$ cat src/rtl/lsu_pkg.sv
// Shared definitions for the load/store unit.
//   RW_*            funct3 access-type encodings (byte/half/word, signed/unsigned)
//   lsu_state_e     controller state encoding
//   is_aligned()    natural-alignment check for an access size and the low address bits
//   access_bytes()  number of operand bytes for an access size
package lsu_pkg;

    localparam logic [2:0] RW_B  = 3'b000;
    localparam logic [2:0] RW_H  = 3'b001;
    localparam logic [2:0] RW_W  = 3'b010;
    localparam logic [2:0] RW_BU = 3'b100;
    localparam logic [2:0] RW_HU = 3'b101;

    typedef enum logic [2:0] {
        ST_IDLE,
        ST_ACC_ALIGNED,
        ST_LD_LO,
        ST_LD_HI,
        ST_ST_BYTE,
        ST_RESP
    } lsu_state_e;

    // size is rwtyp[1:0]: 00 byte, 01 half, 1x word
    function automatic logic is_aligned(input logic [1:0] size, input logic [1:0] addr_lo);
        case (size)
            2'b00:   return 1'b1;
            2'b01:   return ~addr_lo[0];
            default: return (addr_lo == 2'b00);
        endcase
    endfunction

    function automatic logic [2:0] access_bytes(input logic [1:0] size);
        case (size)
            2'b00:   return 3'd1;
            2'b01:   return 3'd2;
            default: return 3'd4;
        endcase
    endfunction

endpackage

$ cat src/rtl/lsu_load_align.sv
// Load data aligner: selects the operand from a 64-bit little-endian window
// and sign/zero-extends it to 32 bits.
//   window    in  64  {upper word, lower word} as read from memory
//   byte_off  in  2   byte offset of the operand inside the lower word
//   rwtyp     in  3   funct3 access type (bit 2 set = zero-extend)
//   rdata     out 32  extended load result
module lsu_load_align
    import lsu_pkg::*;
(
    input  logic [63:0] window,
    input  logic [1:0]  byte_off,
    input  logic [2:0]  rwtyp,
    output logic [31:0] rdata
);

    logic [31:0] sel;

    always_comb begin
        sel = 32'(window >> {byte_off, 3'b000});
        case (rwtyp)
            RW_B:    rdata = {{24{sel[7]}}, sel[7:0]};
            RW_BU:   rdata = {24'h0, sel[7:0]};
            RW_H:    rdata = {{16{sel[15]}}, sel[15:0]};
            RW_HU:   rdata = {16'h0, sel[15:0]};
            default: rdata = sel;
        endcase
    end

endmodule

$ cat src/rtl/lsu_bus_master.sv
// Load/store unit, initiator side of the data memory bus.
// Accepts one load/store at a time, splits misaligned accesses into legal
// bus sequences and returns extended load data or an error.
//   clk, rstn               clock, synchronous active-low reset
//   req_*                   valid/ready request from EX (wen, rwtyp, addr, wdata)
//   resp_*                  valid/ready response (rdata, err)
//   mem_bus_*               memory data port; rdata is combinational from addr/rwtyp
// Optional feature macro: MISALIGN_TRAP_EN -- when defined, any misaligned
// half/word access is answered with an error and no bus activity instead of
// being split.
//
// state          | meaning
// ---------------+--------------------------------------------------------
// ST_IDLE        | req_ready=1, waiting for a request
// ST_ACC_ALIGNED | single naturally aligned bus access
// ST_LD_LO       | misaligned load, lower aligned word read
// ST_LD_HI       | misaligned load, upper aligned word read
// ST_ST_BYTE     | misaligned store, one byte write per cycle (cnt_q = byte k)
// ST_RESP        | resp_valid=1 held until resp_ready
module lsu_bus_master
    import lsu_pkg::*;
#(
    parameter logic [31:0] MEM_BASE = 32'h8000_0000,
    parameter logic [31:0] MEM_SIZE = 32'h0002_0000
) (
    input  logic        clk,
    input  logic        rstn,
    input  logic        req_valid,
    output logic        req_ready,
    input  logic        req_wen,
    input  logic [2:0]  req_rwtyp,
    input  logic [31:0] req_addr,
    input  logic [31:0] req_wdata,
    output logic        resp_valid,
    input  logic        resp_ready,
    output logic [31:0] resp_rdata,
    output logic        resp_err,
    output logic        mem_bus_wen,
    output logic [2:0]  mem_bus_rwtyp,
    output logic [31:0] mem_bus_addr,
    output logic [31:0] mem_bus_wdata,
    input  logic [31:0] mem_bus_rdata
);

    lsu_state_e  state_q, state_d;
    logic [31:0] addr_q, addr_d;
    logic [31:0] wdata_q, wdata_d;
    logic [31:0] lo_q, lo_d;
    logic [2:0]  rwtyp_q, rwtyp_d;
    logic [2:0]  cnt_q, cnt_d;
    logic        wen_q, wen_d;
    logic        req_ready_q, req_ready_d;
    logic        resp_valid_q, resp_valid_d;
    logic        resp_err_q, resp_err_d;
    logic [31:0] resp_rdata_q, resp_rdata_d;
    logic        bus_wen_q, bus_wen_d;
    logic [2:0]  bus_rwtyp_q, bus_rwtyp_d;
    logic [31:0] bus_addr_q, bus_addr_d;
    logic [31:0] bus_wdata_q, bus_wdata_d;

    logic        illegal, misaligned, in_range, trap;
    logic [31:0] span_start, span_off;
    logic [3:0]  span_len;
    logic [2:0]  last_k;
    logic [63:0] align_window;
    logic [1:0]  align_off;
    logic [31:0] align_rdata;

    // Request decode. A split load reads both full aligned words, so its range
    // check covers those 8 bytes rather than just the operand bytes; the bus
    // never addresses unbacked memory. Offsets are taken modulo 2^32, so a
    // wrapped span lands far outside the window and is rejected.
    always_comb begin
        illegal    = (req_rwtyp == 3'b011) || (req_rwtyp[2:1] == 2'b11)
                     || (req_wen && req_rwtyp[2]);
        misaligned = !is_aligned(req_rwtyp[1:0], req_addr[1:0]);
        if (misaligned && !req_wen) begin
            span_start = {req_addr[31:2], 2'b00};
            span_len   = 4'd8;
        end else begin
            span_start = req_addr;
            span_len   = {1'b0, access_bytes(req_rwtyp[1:0])};
        end
        span_off = span_start - MEM_BASE;
        in_range = (span_off < MEM_SIZE) && ((MEM_SIZE - span_off) >= {28'h0, span_len});
`ifdef MISALIGN_TRAP_EN
        trap = misaligned;
`else
        trap = 1'b0;
`endif
    end

    // Aligned loads reuse the aligner on the single returned word at offset 0
    // so the result is extended here regardless of what the memory returns
    // above the operand.
    always_comb begin
        if (state_q == ST_ACC_ALIGNED) begin
            align_window = {32'h0, mem_bus_rdata};
            align_off    = 2'b00;
        end else begin
            align_window = {mem_bus_rdata, lo_q};
            align_off    = addr_q[1:0];
        end
    end

    lsu_load_align u_align (
        .window   (align_window),
        .byte_off (align_off),
        .rwtyp    (rwtyp_q),
        .rdata    (align_rdata)
    );

    assign last_k = access_bytes(rwtyp_q[1:0]) - 3'd1;

    // Bus outputs are registered: the values computed here are those driven
    // during the next state, and default to 0 so the bus is idle elsewhere.
    always_comb begin
        state_d      = state_q;
        addr_d       = addr_q;
        wdata_d      = wdata_q;
        lo_d         = lo_q;
        rwtyp_d      = rwtyp_q;
        cnt_d        = cnt_q;
        wen_d        = wen_q;
        req_ready_d  = req_ready_q;
        resp_valid_d = resp_valid_q;
        resp_err_d   = resp_err_q;
        resp_rdata_d = resp_rdata_q;
        bus_wen_d    = 1'b0;
        bus_rwtyp_d  = 3'b000;
        bus_addr_d   = 32'h0;
        bus_wdata_d  = 32'h0;

        case (state_q)
            ST_IDLE: begin
                if (req_valid) begin
                    addr_d      = req_addr;
                    wdata_d     = req_wdata;
                    rwtyp_d     = req_rwtyp;
                    wen_d       = req_wen;
                    cnt_d       = 3'd0;
                    req_ready_d = 1'b0;
                    if (illegal || !in_range || trap) begin
                        state_d      = ST_RESP;
                        resp_valid_d = 1'b1;
                        resp_err_d   = 1'b1;
                        resp_rdata_d = 32'h0;
                    end else if (!misaligned) begin
                        state_d     = ST_ACC_ALIGNED;
                        bus_wen_d   = req_wen;
                        bus_rwtyp_d = req_rwtyp;
                        bus_addr_d  = req_addr;
                        bus_wdata_d = req_wdata;
                    end else if (!req_wen) begin
                        state_d     = ST_LD_LO;
                        bus_rwtyp_d = RW_W;
                        bus_addr_d  = {req_addr[31:2], 2'b00};
                    end else begin
                        state_d     = ST_ST_BYTE;
                        bus_wen_d   = 1'b1;
                        bus_rwtyp_d = RW_B;
                        bus_addr_d  = req_addr;
                        bus_wdata_d = {24'h0, req_wdata[7:0]};
                    end
                end
            end

            ST_ACC_ALIGNED: begin
                state_d      = ST_RESP;
                resp_valid_d = 1'b1;
                resp_err_d   = 1'b0;
                resp_rdata_d = wen_q ? 32'h0 : align_rdata;
            end

            ST_LD_LO: begin
                state_d     = ST_LD_HI;
                lo_d        = mem_bus_rdata;
                bus_rwtyp_d = RW_W;
                bus_addr_d  = bus_addr_q + 32'd4;
            end

            ST_LD_HI: begin
                state_d      = ST_RESP;
                resp_valid_d = 1'b1;
                resp_err_d   = 1'b0;
                resp_rdata_d = align_rdata;
            end

            ST_ST_BYTE: begin
                if (cnt_q == last_k) begin
                    state_d      = ST_RESP;
                    resp_valid_d = 1'b1;
                    resp_err_d   = 1'b0;
                    resp_rdata_d = 32'h0;
                end else begin
                    cnt_d       = cnt_q + 3'd1;
                    bus_wen_d   = 1'b1;
                    bus_rwtyp_d = RW_B;
                    bus_addr_d  = addr_q + {29'h0, cnt_d};
                    bus_wdata_d = {24'h0, wdata_q[{cnt_d[1:0], 3'b000} +: 8]};
                end
            end

            ST_RESP: begin
                if (resp_ready) begin
                    state_d      = ST_IDLE;
                    req_ready_d  = 1'b1;
                    resp_valid_d = 1'b0;
                    resp_err_d   = 1'b0;
                    resp_rdata_d = 32'h0;
                end
            end

            default: begin
                state_d      = ST_IDLE;
                req_ready_d  = 1'b1;
                resp_valid_d = 1'b0;
                resp_err_d   = 1'b0;
                resp_rdata_d = 32'h0;
            end
        endcase
    end

    always_ff @(posedge clk) begin
        if (!rstn) begin
            state_q      <= ST_IDLE;
            addr_q       <= 32'h0;
            wdata_q      <= 32'h0;
            lo_q         <= 32'h0;
            rwtyp_q      <= 3'b000;
            cnt_q        <= 3'd0;
            wen_q        <= 1'b0;
            req_ready_q  <= 1'b1;
            resp_valid_q <= 1'b0;
            resp_err_q   <= 1'b0;
            resp_rdata_q <= 32'h0;
            bus_wen_q    <= 1'b0;
            bus_rwtyp_q  <= 3'b000;
            bus_addr_q   <= 32'h0;
            bus_wdata_q  <= 32'h0;
        end else begin
            state_q      <= state_d;
            addr_q       <= addr_d;
            wdata_q      <= wdata_d;
            lo_q         <= lo_d;
            rwtyp_q      <= rwtyp_d;
            cnt_q        <= cnt_d;
            wen_q        <= wen_d;
            req_ready_q  <= req_ready_d;
            resp_valid_q <= resp_valid_d;
            resp_err_q   <= resp_err_d;
            resp_rdata_q <= resp_rdata_d;
            bus_wen_q    <= bus_wen_d;
            bus_rwtyp_q  <= bus_rwtyp_d;
            bus_addr_q   <= bus_addr_d;
            bus_wdata_q  <= bus_wdata_d;
        end
    end

    assign req_ready     = req_ready_q;
    assign resp_valid    = resp_valid_q;
    assign resp_err      = resp_err_q;
    assign resp_rdata    = resp_rdata_q;
    assign mem_bus_wen   = bus_wen_q;
    assign mem_bus_rwtyp = bus_rwtyp_q;
    assign mem_bus_addr  = bus_addr_q;
    assign mem_bus_wdata = bus_wdata_q;

endmodule

$ cat config.mk
export PLATFORM = sky130hd
export DESIGN_NAME = lsu_bus_master
export DESIGN_NICKNAME = d
export VERILOG_FILES = /design/src/rtl/lsu_pkg.sv /design/src/rtl/lsu_load_align.sv /design/src/rtl/lsu_bus_master.sv
export SDC_FILE = /design/constraint.sdc
export NUM_CORES = 1
export LEC_CHECK = 0
export CAP_MARGIN = 40
export CORE_MARGIN = 3
export CORE_UTILIZATION = 23
export DETAILED_ROUTE_END_ITERATION = 16
export GPL_TIMING_DRIVEN = 1
export PLACE_DENSITY = 0.38
export SETUP_SLACK_MARGIN = 0.1
export SLEW_MARGIN = 5
export SYNTH_ARGS = -nofsm -noshare
export SYNTH_HDL_FRONTEND = slang
export SYNTH_HIERARCHICAL = 1
export SYNTH_SLANG_ARGS = --single-unit
export TNS_END_PERCENT = 5
$ cat constraint.sdc
create_clock -name clk -period 11 [get_ports clk]
set_clock_uncertainty 0.15 [all_clocks]
set_input_delay 1.1 -clock clk [delete_from_list [all_inputs] [get_ports clk]]
set_output_delay 1.1 -clock clk [all_outputs]
set_load 0.005 [all_outputs]
# Yosys cells after proc, flatten, opt, wreduce, memory -nomap -nowiden
# Cells that the tools add are included.
[op_classes] eq_ne=18 n_lt_le_gt_ge=2 shifts=2 add_sub_neg=6 muxes=57 n_bitwise=3 n_reduce_logical=22
[op_table] operator="32-bit two-way mux" count=11
[op_table] operator="32-bit one-hot mux with 6 select lines" count=1
[op_table] operator="32-bit one-hot mux with 4 select lines" count=1
[op_table] operator="32-bit one-hot mux with 3 select lines" count=1
[op_table] operator="64-bit two-way mux" count=1
[op_table] operator="32-bit one-hot mux with 2 select lines" count=1
[op_table] operator="64-bit by 5-bit right shift with 32-bit output" count=1
[op_table] operator="3-bit two-way mux" count=11
[op_table] operator="32-bit by 3-bit adder with 32-bit output" count=1
[op_table] operator="32-bit by 3-bit adder with 32-bit output, second input constant" count=1
[op_table] operator="32-bit by 4-bit >= comparator with 1-bit output" count=1
[op_table] operator="32-bit by 18-bit < comparator with 1-bit output, second input constant" count=1
[op_table] operator="32-bit by 6-bit variable part select with 8-bit output" count=1
[op_table] operator="18-bit by 32-bit subtractor with 32-bit output, first input constant" count=1
[op_table] operator="32-bit subtractor, second input constant" count=1
[op_table] operator="3-bit one-hot mux with 2 select lines" count=4
[op_table] operator="8-bit two-way mux" count=2
[op_table] operator="3-bit one-hot mux with 5 select lines" count=1
[op_table] operator="3-bit == test, second input constant" count=4
[op_table] operator="1-bit two-way mux" count=12
[op_table] operator="2-bit two-way mux" count=5
[op_table] operator="2-bit inequality test, second input constant" count=5
[op_table] operator="3-bit by 2-bit == test with 1-bit output, second input constant" count=3
[op_table] operator="3-bit AND reduction" count=3
[op_table] operator="other kinds (22)" count=36
[totals] in_bits=104 ff_bits=209 elab_cells=125 output_inout_bits=103

# Longest topological paths before layout
[depth] word_depth=14 depth_mapped=18 ltp_nobuf=15

# By module
# The synthesis kept the hierarchy.
[modules_own_cells] mod="lsu_bus_master" area_per_inst_um2=10430.0 instances=1 cells_per_inst=1200 seq_area_each_um2=4184.0
[modules_own_cells] mod="lsu_load_align" area_per_inst_um2=1119.8 instances=1 cells_per_inst=101 seq_area_each_um2=0.0

# Worst setup path before layout
# OpenSTA, ideal clock, no wires.
[synth_path] kind="in2reg" from="in req_rwtyp[1]" to="reg bus_addr_q[14], in the netlist mem_bus_addr[14]" slack_ps=6386 arrival_time_ps=4348 path_stages=18 setup_ps=117 cell_sequence="clkbuf_1 -> nor2_1 -> or2_2 -> inv_1 -> nand2_1 -> nand2_1 -> ha_1 -> xnor2_1 -> ha_1 -> a221oi_1 -> o311ai_0 -> nor4_2 -> and4bb_1 -> a41oi_4 -> and3_1 -> buf_6 -> buf_6 -> a22o_1"
[synth_between] elab_chain_cells=14
[synth_rtl] element="start, declared" line="lsu_bus_master.sv:31" text="input logic [2:0] req_rwtyp,"
[synth_rtl] element="2-bit by 1-bit == test with 1-bit output or 2-bit logical NOT (tied branches)" line="lsu_pkg.sv:25, lsu_pkg.sv:33"
[synth_rtl] element="1-bit one-hot mux with 2 select lines" line="lsu_pkg.sv:25" text="case (size)"
[synth_rtl] element="1-bit logical NOT" line="lsu_bus_master.sv:76" text="misaligned = !is_aligned(req_rwtyp[1:0], req_addr[1:0]);"
[synth_rtl] element="1-bit logical AND" line="lsu_bus_master.sv:77" text="if (misaligned && !req_wen) begin"
[synth_rtl] element="2-bit two-way mux" line="lsu_bus_master.sv:77"
[synth_rtl] element="32-bit subtractor" line="lsu_bus_master.sv:84" text="span_off = span_start - MEM_BASE;"
[synth_rtl] element="18-bit by 32-bit subtractor with 32-bit output" line="lsu_bus_master.sv:85" text="in_range = (span_off < MEM_SIZE) && ((MEM_SIZE - span_off) >= {28'h0, span_len});"
[synth_rtl] element="32-bit by 4-bit >= comparator with 1-bit output" line="lsu_bus_master.sv:85"
[synth_rtl] element="1-bit logical AND" line="lsu_bus_master.sv:85"
[synth_rtl] element="1-bit logical NOT" line="lsu_bus_master.sv:143" text="if (illegal || !in_range || trap) begin"
[synth_rtl] element="1-bit logical OR (*)" line="lsu_bus_master.sv:143"
[synth_rtl] element="32-bit two-way mux (*)" line="lsu_bus_master.sv:143"
[synth_rtl] element="32-bit two-way mux (*)" line="lsu_bus_master.sv:136" text="if (req_valid) begin"
[synth_rtl] element="32-bit one-hot mux with 3 select lines (*)" line="lsu_bus_master.sv:134" text="case (state_q)"
[synth_rtl] element="end signal, assigned" line="lsu_bus_master.sv:255" text="bus_addr_q <= bus_addr_d;"
[synth_rtl] element="end, declared" line="lsu_bus_master.sv:58" text="logic [31:0] bus_addr_q, bus_addr_d;"
# Mark *: on every way between the ends. The rest lies on a longest branch, timed or not.
# A chain may end at the register's enable or synchronous reset.

# Worst setup path in the final report
[layout_path] from="in req_rwtyp[1]" to="reg bus_addr_q[13], in the netlist mem_bus_addr[13]"
# The elaborated chain is that of the path after synthesis.

==> results.txt <==
----------------------------------------------------
[Layout]
  Final Util ... 0.308
  Number of nets in the layout ... 1572
  Fill cell total of the finished layout ... about 5200
  Proportion of layout cells with a drive suffix above 1 ... 0.116
  Area added between synthesis and finish ... 31.8%

[Detailed routing]
  Number of DRC markers in iteration 0 ... 488
  Router iterations before antenna repair ... 5
  Routed WL per cell ... 19.9 um
  Number of nets with antenna violations after routing ... 0
  Remaining DRCs ... 0
  Via density per instance ... between 4 and 5
  Total detailed-routing wirelength ... 42600 um
  Number of vias in the routed layout ... 10158

[Min path]
  Hold path start ... req_ready
  Instance count along the most critical hold path ... 2
  Capture endpoint of the worst hold path ... req_ready
  Worst min path class ... reg2reg

[Critical path]
  Reg2Reg Launch Point ... cnt_q[0]
  Ordered list of cells on the worst path ... clkdlybuf4s50_1 -> nor2_1 -> or2_2 -> inv_1 -> nand2_1 -> nand2_1 -> ha_1 -> xnor2_1 -> ha_1 -> a221oi_1 -> o311ai_0 -> nor4_2 -> and4bb_1 -> a41oi_4 -> and3_1 -> buf_8 -> a22o_1
  Worst stage delay on the critical path ... between 0.6 and 0.7 ns
  Required time at the worst-slack endpoint ... 11.29 ns
  Register-to-register setup slack ... 6.84 ns
  Critical path fanouts, max ... 18
  Worst setup EP type ... flop
  Crit path arrival time ... 5.24 ns
  Destination of the worst register-to-register timing path ... mem_bus_addr[28]
  Kind of start point of the critical path ... primary input
  Kind of critical path ... in2reg
  Cell depth of the worst flop-to-flop path ... 11
  Slowest cell on crit path ... clkdlybuf4s50_1

[Clock network]
  Number of clock buffers inserted by TritonCTS ... 28
  CTS tree ... built
  Post-CTS Setup Inserts ... 0
  Clock sinks ... 209
  Count of H-tree levels built during CTS ... 1
  Worst-path clk slew ... 0.06 ns
  Clk_lat worst skew ... 0.58 ns
  CTS Root Buffer Type ... clkbuf_16
  Maximum buffer depth of the clock tree ... 3
  Hold bufs inserted after CTS ... 0
  Cells resized by post-CTS repair ... 0

[Floorplan]
  I/O Pins ... 207
  Die Outline Area ... 52700 um2
  Vert. Die Dim ... ~230 um
  Site row count ... 81
  Core ar. ... 49200 um2
  Starting Density ... 0.234
  Die width ... 230 um

[Timing]
  Tmin final ... 4.95 ns
  Total count of hold-check failures in the final report ... 0
  WHS ... 0.300 ns
  Share of the clock period used by the worst path after layout ... 0.450
  Peak Freq ... 202 MHz
  Worst setup margin ... 6.05 ns
  Total Neg Setup Slack ... 0 ns
  Setup repair after global routing missed its margin ... no
  Count of final max-slew check failures ... 0
  Tightest slew margin relative to the limit ... 0.427
  Final setup violation count ... 0
  Slew of the pin with the lowest slew margin ... ~0.86 ns

[Logic synthesis]
  Net count of the mapped netlist ... 1410
  Number of standard cells after synthesis ... 1293
  Mapped cell area ... approximately 11000 um2
  Yosys Warn Count ... 6
  Avg Inst Size Synth ... 8.89 um2

[GRT]
  Wire length of the first global-routing pass ... 64700 um
  Pin count of the biggest net entering global routing ... 78
  GRT Util Overall ... 0.158
  Number of antenna violations at the first check in global routing ... 7
  Via count of the first global-routing pass ... about 10000
  Remaining global-route overflow ... 0

[Placed design]
  Final HPWL DP ... 30300 um
  Total of buffers placed on input and output ports ... 206
  Setup WS pre-CTS ... 5.50 ns
  Gpl congestion ... 0.789

[Pwr]
  Maximum vdd drop ... 0.104 mV
  P per Cell Area ... 142 nW/um2
  Leakage dissipation ... 5.06 nW

[Job]
  Max-cap violation count ... 0

[Run status]
  Run status ... finished clean

----------------------------------------------------
## flip-flops by register name (all words and copies together), names as in the netlist, 3 cells and up
signal,count
addr_q,32
cnt_q,3
lo_q,32
mem_bus_addr,32
mem_bus_rwtyp,3
mem_bus_wdata,32
resp_rdata,32
rwtyp_q,3
state_q,3
wdata_q,32
## worst max-delay path: cells and delay by family
kind | cells | cell delay (ns)
and+or+nand+nor | 7 | 1.63
AOI/OAI and AO/OA | 4 | 0.85
xor gates and xnor gates | 1 | 0.11
buffers and inverters | 3 | 1.00
adders and majority gates | 2 | 0.54
## layout by cell type, fill, tap and decap left out, types with 9 or more instances in the layout
master             n
ha_1              12
dfxtp_1          209
and2_1            10
nand4_1           26
clkdlybuf4s50_1  205
and3_1             9
nor3_1            15
a32o_1            32
o21ai_0           32
xor2_1            33
nor2_1            73
o22ai_1           12
clkbuf_16         28
mux2_2            32
nand2_1          276
xnor2_1           41
a21boi_0         103
inv_1             12
nand3_1           28
a21oi_1           13
a22o_1            11
a22oi_1           17
mux4_2            39
nor2b_1           29
buf_4             14
o21ai_1           13
## routing by layer
metal,track usage,up-vias,wire [um]
met5,0,-,60
met4,0.0343,8,935
met3,0.0388,54,2540
met2,0.249,232,18900
met1,0.218,4897,20100
li1,-,4967,-
## final cells by class
| type | instances | area [um2] | area share |
|---|---|---|---|
| Clock buffer | 41 | 820 | 0.0541 |
| Clock inverter | 9 | 120 | 0.00793 |
| Timing Repair Buffer | 224 | 2230 | 0.147 |
| Tap cell | 664 | 831 | 0.0548 |
| Sequential cell | 209 | 4180 | 0.276 |
| Antenna cell | 3 | 7.51 | 0.000495 |
| Multi-Input combinational cell | 979 | 6910 | 0.456 |
| Inverter | 13 | 48.8 | 0.00322 |
## per-stage QoR
stage          std cells  power (mW)  area [um2]
3_3_place_gp        2084        1.24       14100
4_1_cts             2139        2.19       15100
3_5_place_dp        2089        1.24       14200
2_1_floorplan       1293        1.07       11500
5_1_grt             2139        2.25       15100
6_report            2142        2.15       15200
## how the worst max path moves through the flow
stage            startpoint                end  slack, ns  depth (start not counted)
2_1_floorplan  req_rwtyp[1]   mem_bus_addr[14]       6.39                         18
3_3_place_gp   req_rwtyp[1]  mem_bus_wdata[14]       5.32                         16
3_5_place_dp   req_rwtyp[1]   mem_bus_addr[13]       5.50                         17
4_1_cts        req_rwtyp[1]   mem_bus_addr[13]       6.09                         17
5_1_grt        req_rwtyp[1]   mem_bus_addr[14]       5.74                         17
6_report       req_rwtyp[1]   mem_bus_addr[13]       6.05                         17
## where the power goes
| part | internal (mW) | switching, mW |
|---|---|---|
| logic | 0.172 | 0.230 |
| registers | 0.786 | 0.0314 |
| clock network | 0.561 | 0.365 |
Power figures use the tool's default switching activity.
